$ cat src/rtl/tick_gen_pkg.sv
// Shared defaults and helpers for the multi-channel tick generator.
package tick_gen_pkg;

  localparam int NUM_CH_DEF  = 4;
  localparam int DIV_W_DEF   = 27;
  localparam int DEF_DIV_DEF = 4;
  localparam int SCAN_W_DEF  = 2;

  // Channel-index width; a single channel still needs a 1-bit select port.
  function automatic int ch_w(input int n);
    return (n > 1) ? $clog2(n) : 1;
  endfunction

endpackage

$ cat src/rtl/tick_chan.sv
// One divider channel: counter, active/shadow divisor, tick pulse and square wave.
module tick_chan
  import tick_gen_pkg::*;
#(
  parameter int DIV_W   = DIV_W_DEF,
  parameter int DEF_DIV = DEF_DIV_DEF
) (
  input  logic             clk,
  input  logic             rst,
  input  logic             en,
  input  logic             wr,
  input  logic [DIV_W-1:0] wr_div,
  output logic             wrap,
  output logic             tick,
  output logic             sq
);

  localparam logic [DIV_W-1:0] ONE   = DIV_W'(1);
  localparam logic [DIV_W-1:0] RST_D = DIV_W'(DEF_DIV);

  logic [DIV_W-1:0] act;
  logic [DIV_W-1:0] shd;
  logic [DIV_W-1:0] cnt;
  logic [DIV_W-1:0] last;

  // A zero divisor behaves as one, so the terminal count is 0 in both cases.
  assign last = (act == '0) ? '0 : act - ONE;
  assign wrap = en && (cnt == last);

  always_ff @(posedge clk or posedge rst) begin
    if (rst) begin
      cnt  <= '0;
      act  <= RST_D;
      shd  <= RST_D;
      tick <= 1'b0;
      sq   <= 1'b0;
    end else begin
      tick <= wrap;
      if (wr) shd <= wr_div;
      if (wrap) begin
        cnt <= '0;
        sq  <= ~sq;
        // A write landing on the wrap edge takes effect immediately.
        act <= wr ? wr_div : shd;
      end else if (en) begin
        cnt <= cnt + ONE;
      end
    end
  end

endmodule

$ cat src/rtl/tick_gen.sv
// Multi-channel clock-enable generator with shadowed divisors and a scan counter.
module tick_gen
  import tick_gen_pkg::*;
#(
  parameter int NUM_CH  = NUM_CH_DEF,
  parameter int DIV_W   = DIV_W_DEF,
  parameter int DEF_DIV = DEF_DIV_DEF,
  parameter int SCAN_W  = SCAN_W_DEF,
  localparam int CH_W   = ch_w(NUM_CH)
) (
  input  logic              clk,
  input  logic              rst,
  input  logic              en,
  input  logic              cfg_we,
  input  logic [CH_W-1:0]   cfg_ch,
  input  logic [DIV_W-1:0]  cfg_div,
  output logic              cfg_ack,
  output logic [NUM_CH-1:0] tick,
  output logic [NUM_CH-1:0] sq,
  output logic [SCAN_W-1:0] scan
);

  logic              wr_ok;
  logic [NUM_CH-1:0] wrap;
  logic              unused_wrap;

  // Indices beyond the populated channels are dropped without acknowledge.
  assign wr_ok       = cfg_we && (32'(cfg_ch) < NUM_CH);
  assign unused_wrap = ^wrap;

  for (genvar i = 0; i < NUM_CH; i++) begin : g_ch
    logic wr_i;
    assign wr_i = wr_ok && (cfg_ch == CH_W'(i));

    tick_chan #(
      .DIV_W  (DIV_W),
      .DEF_DIV(DEF_DIV)
    ) u_chan (
      .clk   (clk),
      .rst   (rst),
      .en    (en),
      .wr    (wr_i),
      .wr_div(cfg_div),
      .wrap  (wrap[i]),
      .tick  (tick[i]),
      .sq    (sq[i])
    );
  end

  always_ff @(posedge clk or posedge rst) begin
    if (rst) begin
      cfg_ack <= 1'b0;
      scan    <= '0;
    end else begin
      cfg_ack <= wr_ok;
      if (wrap[0]) scan <= scan + SCAN_W'(1);
    end
  end

endmodule
$ cat config.mk
export PLATFORM = sky130hd
export DESIGN_NAME = tick_gen
export DESIGN_NICKNAME = d
export VERILOG_FILES = /design/src/rtl/tick_gen_pkg.sv /design/src/rtl/tick_chan.sv /design/src/rtl/tick_gen.sv
export SDC_FILE = /design/constraint.sdc
export NUM_CORES = 1
export LEC_CHECK = 0
export CAP_MARGIN = 20
export CORE_MARGIN = 2
export CORE_UTILIZATION = 50
export CTS_CLUSTER_DIAMETER = 40
export DETAILED_ROUTE_END_ITERATION = 12
export HOLD_SLACK_MARGIN = 0.08
export PLACE_DENSITY_LB_ADDON = 0.3
export SLEW_MARGIN = 5
export SYNTH_ARGS = -nofsm -noshare
export SYNTH_HDL_FRONTEND = slang
export SYNTH_SLANG_ARGS = --single-unit
$ cat constraint.sdc
create_clock -name clk -period 12.35 [get_ports clk]
set_clock_uncertainty 0.15 [all_clocks]
set_input_delay 1.8525 -clock clk [delete_from_list [all_inputs] [get_ports clk]]
set_output_delay 1.8525 -clock clk [all_outputs]
set_load 0.005 [all_outputs]
# Yosys cells after proc, flatten, opt, wreduce, memory -nomap -nowiden
# Cells that the tools add are included.
# word_totals
regBits,335
inputBits,33
# classes
n_addsub,9
eq_ne,7
mux,16
n_bitwise,4
n_reduce_logical,17
# op_table
op,count
$mux 27,16
$add 27x1->27 const B,4
$eq 27x27->1,4
$logic_not 27->1,4
$sub 27x1->27 const B,4
$logic_and 1x1->1,8
$reduce_bool 2->1,4
$eq 2x2->1 const B,2
$not 1->1,4
$add 2x1->2 const B,1
$eq 2x1->1 const B,1
$logic_not 2->1,1

# Logic depth before layout (Yosys ltp)
# depth
word_depth,5
mapped_depth,15

# Hierarchy
# Synthesis repeated with hierarchy kept, for this count alone.
# unflattened
cells_unflattened,1808
hier_area_um2,18923.1
# modules_own_cells
module,instances,cells_each,area_per_inst_um2,seq_area_each_um2
tick_chan (g_ch[0].u_chan ...),3,450,4740.8,2079.5
tick_chan (g_ch[3].u_chan),1,446,4565.6,2079.5
tick_gen,1,12,135.1,75.1

# Worst setup path before layout
# OpenSTA, ideal clock, no wires.
# synth_path
kind,input to register
start,input en
end,register g_ch[3].u_chan.act[0]
setup_ns,0.127
arrival_time_ns,4.038
required_time_ns,12.073
path_slack_ns,8.035
cell_stages,8
path_cell_list,o2111ai_1 -> a221o_1 -> nor4bb_1 -> nand4b_1 -> or3_1 -> nor4_4 -> buf_6 -> mux2_1
# synth_via
elab_chain_cells,1
# synth_lines
element,line_no,source
"start, declared",tick_gen.sv:13,"input logic en,"
$logic_and 1x1->1,tick_chan.sv:28,assign wrap = en && (cnt == last);
"end signal, assigned",tick_chan.sv:44,act <= wr ? wr_div : shd;
"end, declared",tick_chan.sv:21,logic [DIV_W-1:0] act;
# Every way passes these cells.
# A chain may end at the register's enable or synchronous reset.

# Worst setup path in the final report
# layout_path
start,register g_ch[1].u_chan.act[6]
end,register g_ch[1].u_chan.act[25]
# layout_via
elab_chain_cells,4
# layout_lines
element,line_no,source
"start, declared",tick_chan.sv:21,
"start signal, assigned",tick_chan.sv:44,
$sub 27x1->27 / $logic_not 27->1 (equally long branches),tick_chan.sv:27,assign last = (act == '0) ? '0 : act - ONE;
$mux 27 (*),tick_chan.sv:27,
$eq 27x27->1 (*),tick_chan.sv:28,
$logic_and 1x1->1 (*),tick_chan.sv:28,
# Every way passes the cells marked *; elsewhere a longest branch is shown, timed or not.

==> impl_metrics.env <==
export IMPL_status="complete, no violations"
export IMPL_hpwl_mm=33.2
export IMPL_syn_area_mm2=0.0188
export IMPL_max_freq_mhz=194
export IMPL_cpPeakStageDelay_ns=0.77
export IMPL_overflow=0
export IMPL_worstMarginPinSlew_ns=0.940
export IMPL_setup_viol=0
export IMPL_via_per_inst=5.90
export IMPL_synth_seq_cells=335
export IMPL_antenna_left=0
export IMPL_cts_tree="yes"
export IMPL_clkTransAtPathRegs_ns=0.06
export IMPL_first_global_vias=13757
export IMPL_regToRegEndpoint="g_ch[1].u_chan.act[25]"
export IMPL_slew_headroom=0.373
export IMPL_post_cts_resized=0
export IMPL_start_kind="flop"
export IMPL_most_common_layout_cells="327 x dfrtp_1, 221 x nor2_1, 199 x mux2_2"
export IMPL_die_h_um=198
export IMPL_synth_edff_count=0
export IMPL_dp_slack_ns=6.76
export IMPL_reg2reg_slack_ns=7.20
export IMPL_wirelength_mm=46.9
export IMPL_slew_violations=0
export IMPL_rows=71
export IMPL_vdd_ir_drop_max_mv=0.0828
export IMPL_fp_dieW_um=198
export IMPL_sw_frac_of_total=0.290
export IMPL_path_depth=10
export IMPL_synthFlopType="dfrtp_1"
export IMPL_rr_worst_depth=10
export IMPL_final_hold_violation_count=0
export IMPL_hold_path_endpoint="g_ch[3].u_chan.sq"
export IMPL_postLayoutCellArea_mm2=0.0212
export IMPL_clk_insertion_delay_late_ns=0.57
export IMPL_r2r_start="g_ch[1].u_chan.act[6]"
export IMPL_crit_path_end_kind="flop"
export IMPL_critical_path_class="flop to flop"
export IMPL_cts_htree_levels=2
export IMPL_synth_mux_area_frac=0.137
export IMPL_crit_family="simple AND/OR/NAND/NOR gates"
export IMPL_grt_max_degree=126
export IMPL_p_int_w=0.00224
export IMPL_cts_buffers=47
export IMPL_p_switching_w=0.000914
export IMPL_rsz0062_at_grt="false"
export IMPL_cp_required_ns=12.65
export IMPL_maxCapViolations=0
export IMPL_cp_arrival_ns=5.45
export IMPL_ctsLongestPathBuffers=3
export IMPL_p_per_area_mw_per_mm2=149
export IMPL_die_area_mm2=0.0392
export IMPL_wl_per_cell_um=19.5
export IMPL_p_clk_frac=0.427
export IMPL_num_vias=14169
export IMPL_synth_cell_types=86
export IMPL_syn_area_per_cell_um2=10.3
export IMPL_antenna_found_initial=2
export IMPL_synth_top_family_by_area="simple AND/OR/NAND/NOR gates"
export IMPL_synth_simple_gate_area_frac=0.205
export IMPL_ios=44
export IMPL_min_period_over_period=0.417
export IMPL_fin_ws_ns=7.20
export IMPL_finalPower_w=0.00316
export IMPL_drtIter0Drc=853
export IMPL_min_from="g_ch[3].u_chan.sq"
export IMPL_syn_nets=1874
export IMPL_gp_congestion=0.982
export IMPL_yosysWarnings=0
export IMPL_synth_compound_area_frac=0.0740
export IMPL_pwr_share_comb=0.162
export IMPL_drive_gt1_frac=0.180
export IMPL_cts_hold_buf=0
export IMPL_synthAdderAreaFrac=0.00532
export IMPL_synth_xor_area_share=0.103
export IMPL_cp_slowest_cell="nor3_4"
export IMPL_tns_ns=0
export IMPL_area_growth_pct=12.7
export IMPL_cts_root_buffer="clkbuf_16"
export IMPL_grt_usage=0.244
export IMPL_holdPathStages=1
export IMPL_drt_first_pass_iters=5
export IMPL_crit_top_cell="nand4b_1"
export IMPL_io_buffers=43
export IMPL_core_mm2=0.0374
export IMPL_grt_pass1_wl_mm=75.1
export IMPL_clock_sinks=335
export IMPL_final_nets=1891
export IMPL_route_detailed_drc=0
export IMPL_synthCells=1833
export IMPL_postPlaceCellArea_mm2=0.0196
export IMPL_p_leak_nw=9.57
export IMPL_hp_class="flop to flop"
export IMPL_initial_core_util=0.503
export IMPL_async_reset_ff_frac=1.00
export IMPL_post_cts_buffers=0
export IMPL_power_share_sequential=0.412
export IMPL_crit_chain="nor4_2 -> nand4b_1 -> or4_1 -> xor2_1 -> a2111o_1 -> nor4_1 -> nand4b_1 -> nor3_4 -> buf_4 -> mux2_2"
export IMPL_mostFrequentLayoutCell="dfrtp_1"
export IMPL_path_buf_inv=1
export IMPL_cp_max_fo=35
export IMPL_period_needed_ns=5.15
export IMPL_synth_seq_area_share=0.446
-- worst max path at each step --
stage                                        end                    from
after floorplan                          cfg_ack                     rst
after global placement    g_ch[1].u_chan.act[25]                      en
after detailed placement  g_ch[1].u_chan.act[19]                      en
after CTS                  g_ch[3].u_chan.act[1]  g_ch[3].u_chan.act[20]
after global routing      g_ch[1].u_chan.act[25]   g_ch[1].u_chan.act[6]
final                     g_ch[1].u_chan.act[25]   g_ch[1].u_chan.act[6]
-- state kept, by name, summed over array words and instances (netlist names) --
name / flops
g_ch.u_chan.act: 108
cfg_ack: 1
scan: 2
g_ch.u_chan.tick: 4
g_ch.u_chan.sq: 4
g_ch.u_chan.shd: 108
g_ch.u_chan.cnt: 108
-- power groups by stage --
stage | logic, W | registers, W | clock network, W
after detailed placement | 0.000504 | 0.00132 | 0
after CTS | 0.000507 | 0.00130 | 0.00137
final | 0.000510 | 0.00130 | 0.00135
after floorplan | 0.000397 | 0.00128 | 0
after global placement | 0.000495 | 0.00131 | 0
after global routing | 0.000567 | 0.00131 | 0.00142
-- cell usage after synthesis (10+ instances only) --
| master | instances | share of area |
|---|---|---|
| dfrtp_1 | 327 | 0.43 |
| nor2_1 | 221 | 0.044 |
| mux2_2 | 199 | 0.12 |
| xnor2_1 | 110 | 0.051 |
| nand2_1 | 106 | 0.021 |
| xor2_1 | 93 | 0.043 |
| nor3_1 | 65 | 0.017 |
| nand3_1 | 56 | 0.015 |
| clkbuf_1 | 52 | 0.010 |
| o21ai_0 | 47 | 0.013 |
| nand4_1 | 46 | 0.015 |
| nor4_1 | 44 | 0.015 |
| a21oi_1 | 33 | 0.0088 |
| inv_1 | 32 | 0.0064 |
| or3_1 | 26 | 0.0086 |
| and3_1 | 25 | 0.0083 |
| or4_1 | 23 | 0.0092 |
| mux2_1 | 21 | 0.013 |
| buf_2 | 18 | 0.0048 |
| and2_1 | 12 | 0.0040 |
| buf_4 | 11 | 0.0044 |
| nand2b_1 | 11 | 0.0037 |
| or2_2 | 11 | 0.0037 |
| mux2i_1 | 10 | 0.0053 |
-- area by class of cell --
cell class,count,area [um^2]
flip-flops and latches,335,8390
clock buffers,55,1260
multi-input cells,1374,9880
repair buffers,59,569
well taps,511,639
fillers,3187,16200
diodes,2,5.00
inverters,33,131
clock inverters,32,327
-- logic make-up after synthesis --
kind of cell / after synthesis
AO/OA/AOI/OAI: 197
XOR/XNOR: 210
multiplexers: 230
AND/OR/NAND/NOR: 729
adder cells (fa/ha/maj): 8
buffers and inverters: 124
flip-flops: 335
-- metrics by stage --
| stage | util | hold slack (ns) | cells |
|---|---|---|---|
| 2_1_floorplan | - | 0.293 | 1833 |
| 3_3_place_gp | 0.523 | 0.304 | 2310 |
| 3_5_place_dp | 0.523 | 0.305 | 2310 |
| 4_1_cts | 0.566 | 0.317 | 2397 |
| 5_1_grt | 0.567 | 0.341 | 2399 |
| 6_report | 0.567 | 0.309 | 2401 |
-- layer usage --
metal | global-route usage | vias up | share of wire
met2 | 0.389 | 394 | 0.46
met3 | 0.0347 | 107 | 0.049
li1 | - | 6661 | -
met5 | 0 | - | 0.00023
met4 | 0.104 | 2 | 0.038
met1 | 0.335 | 7005 | 0.45
Power figures use the tool's default switching activity.
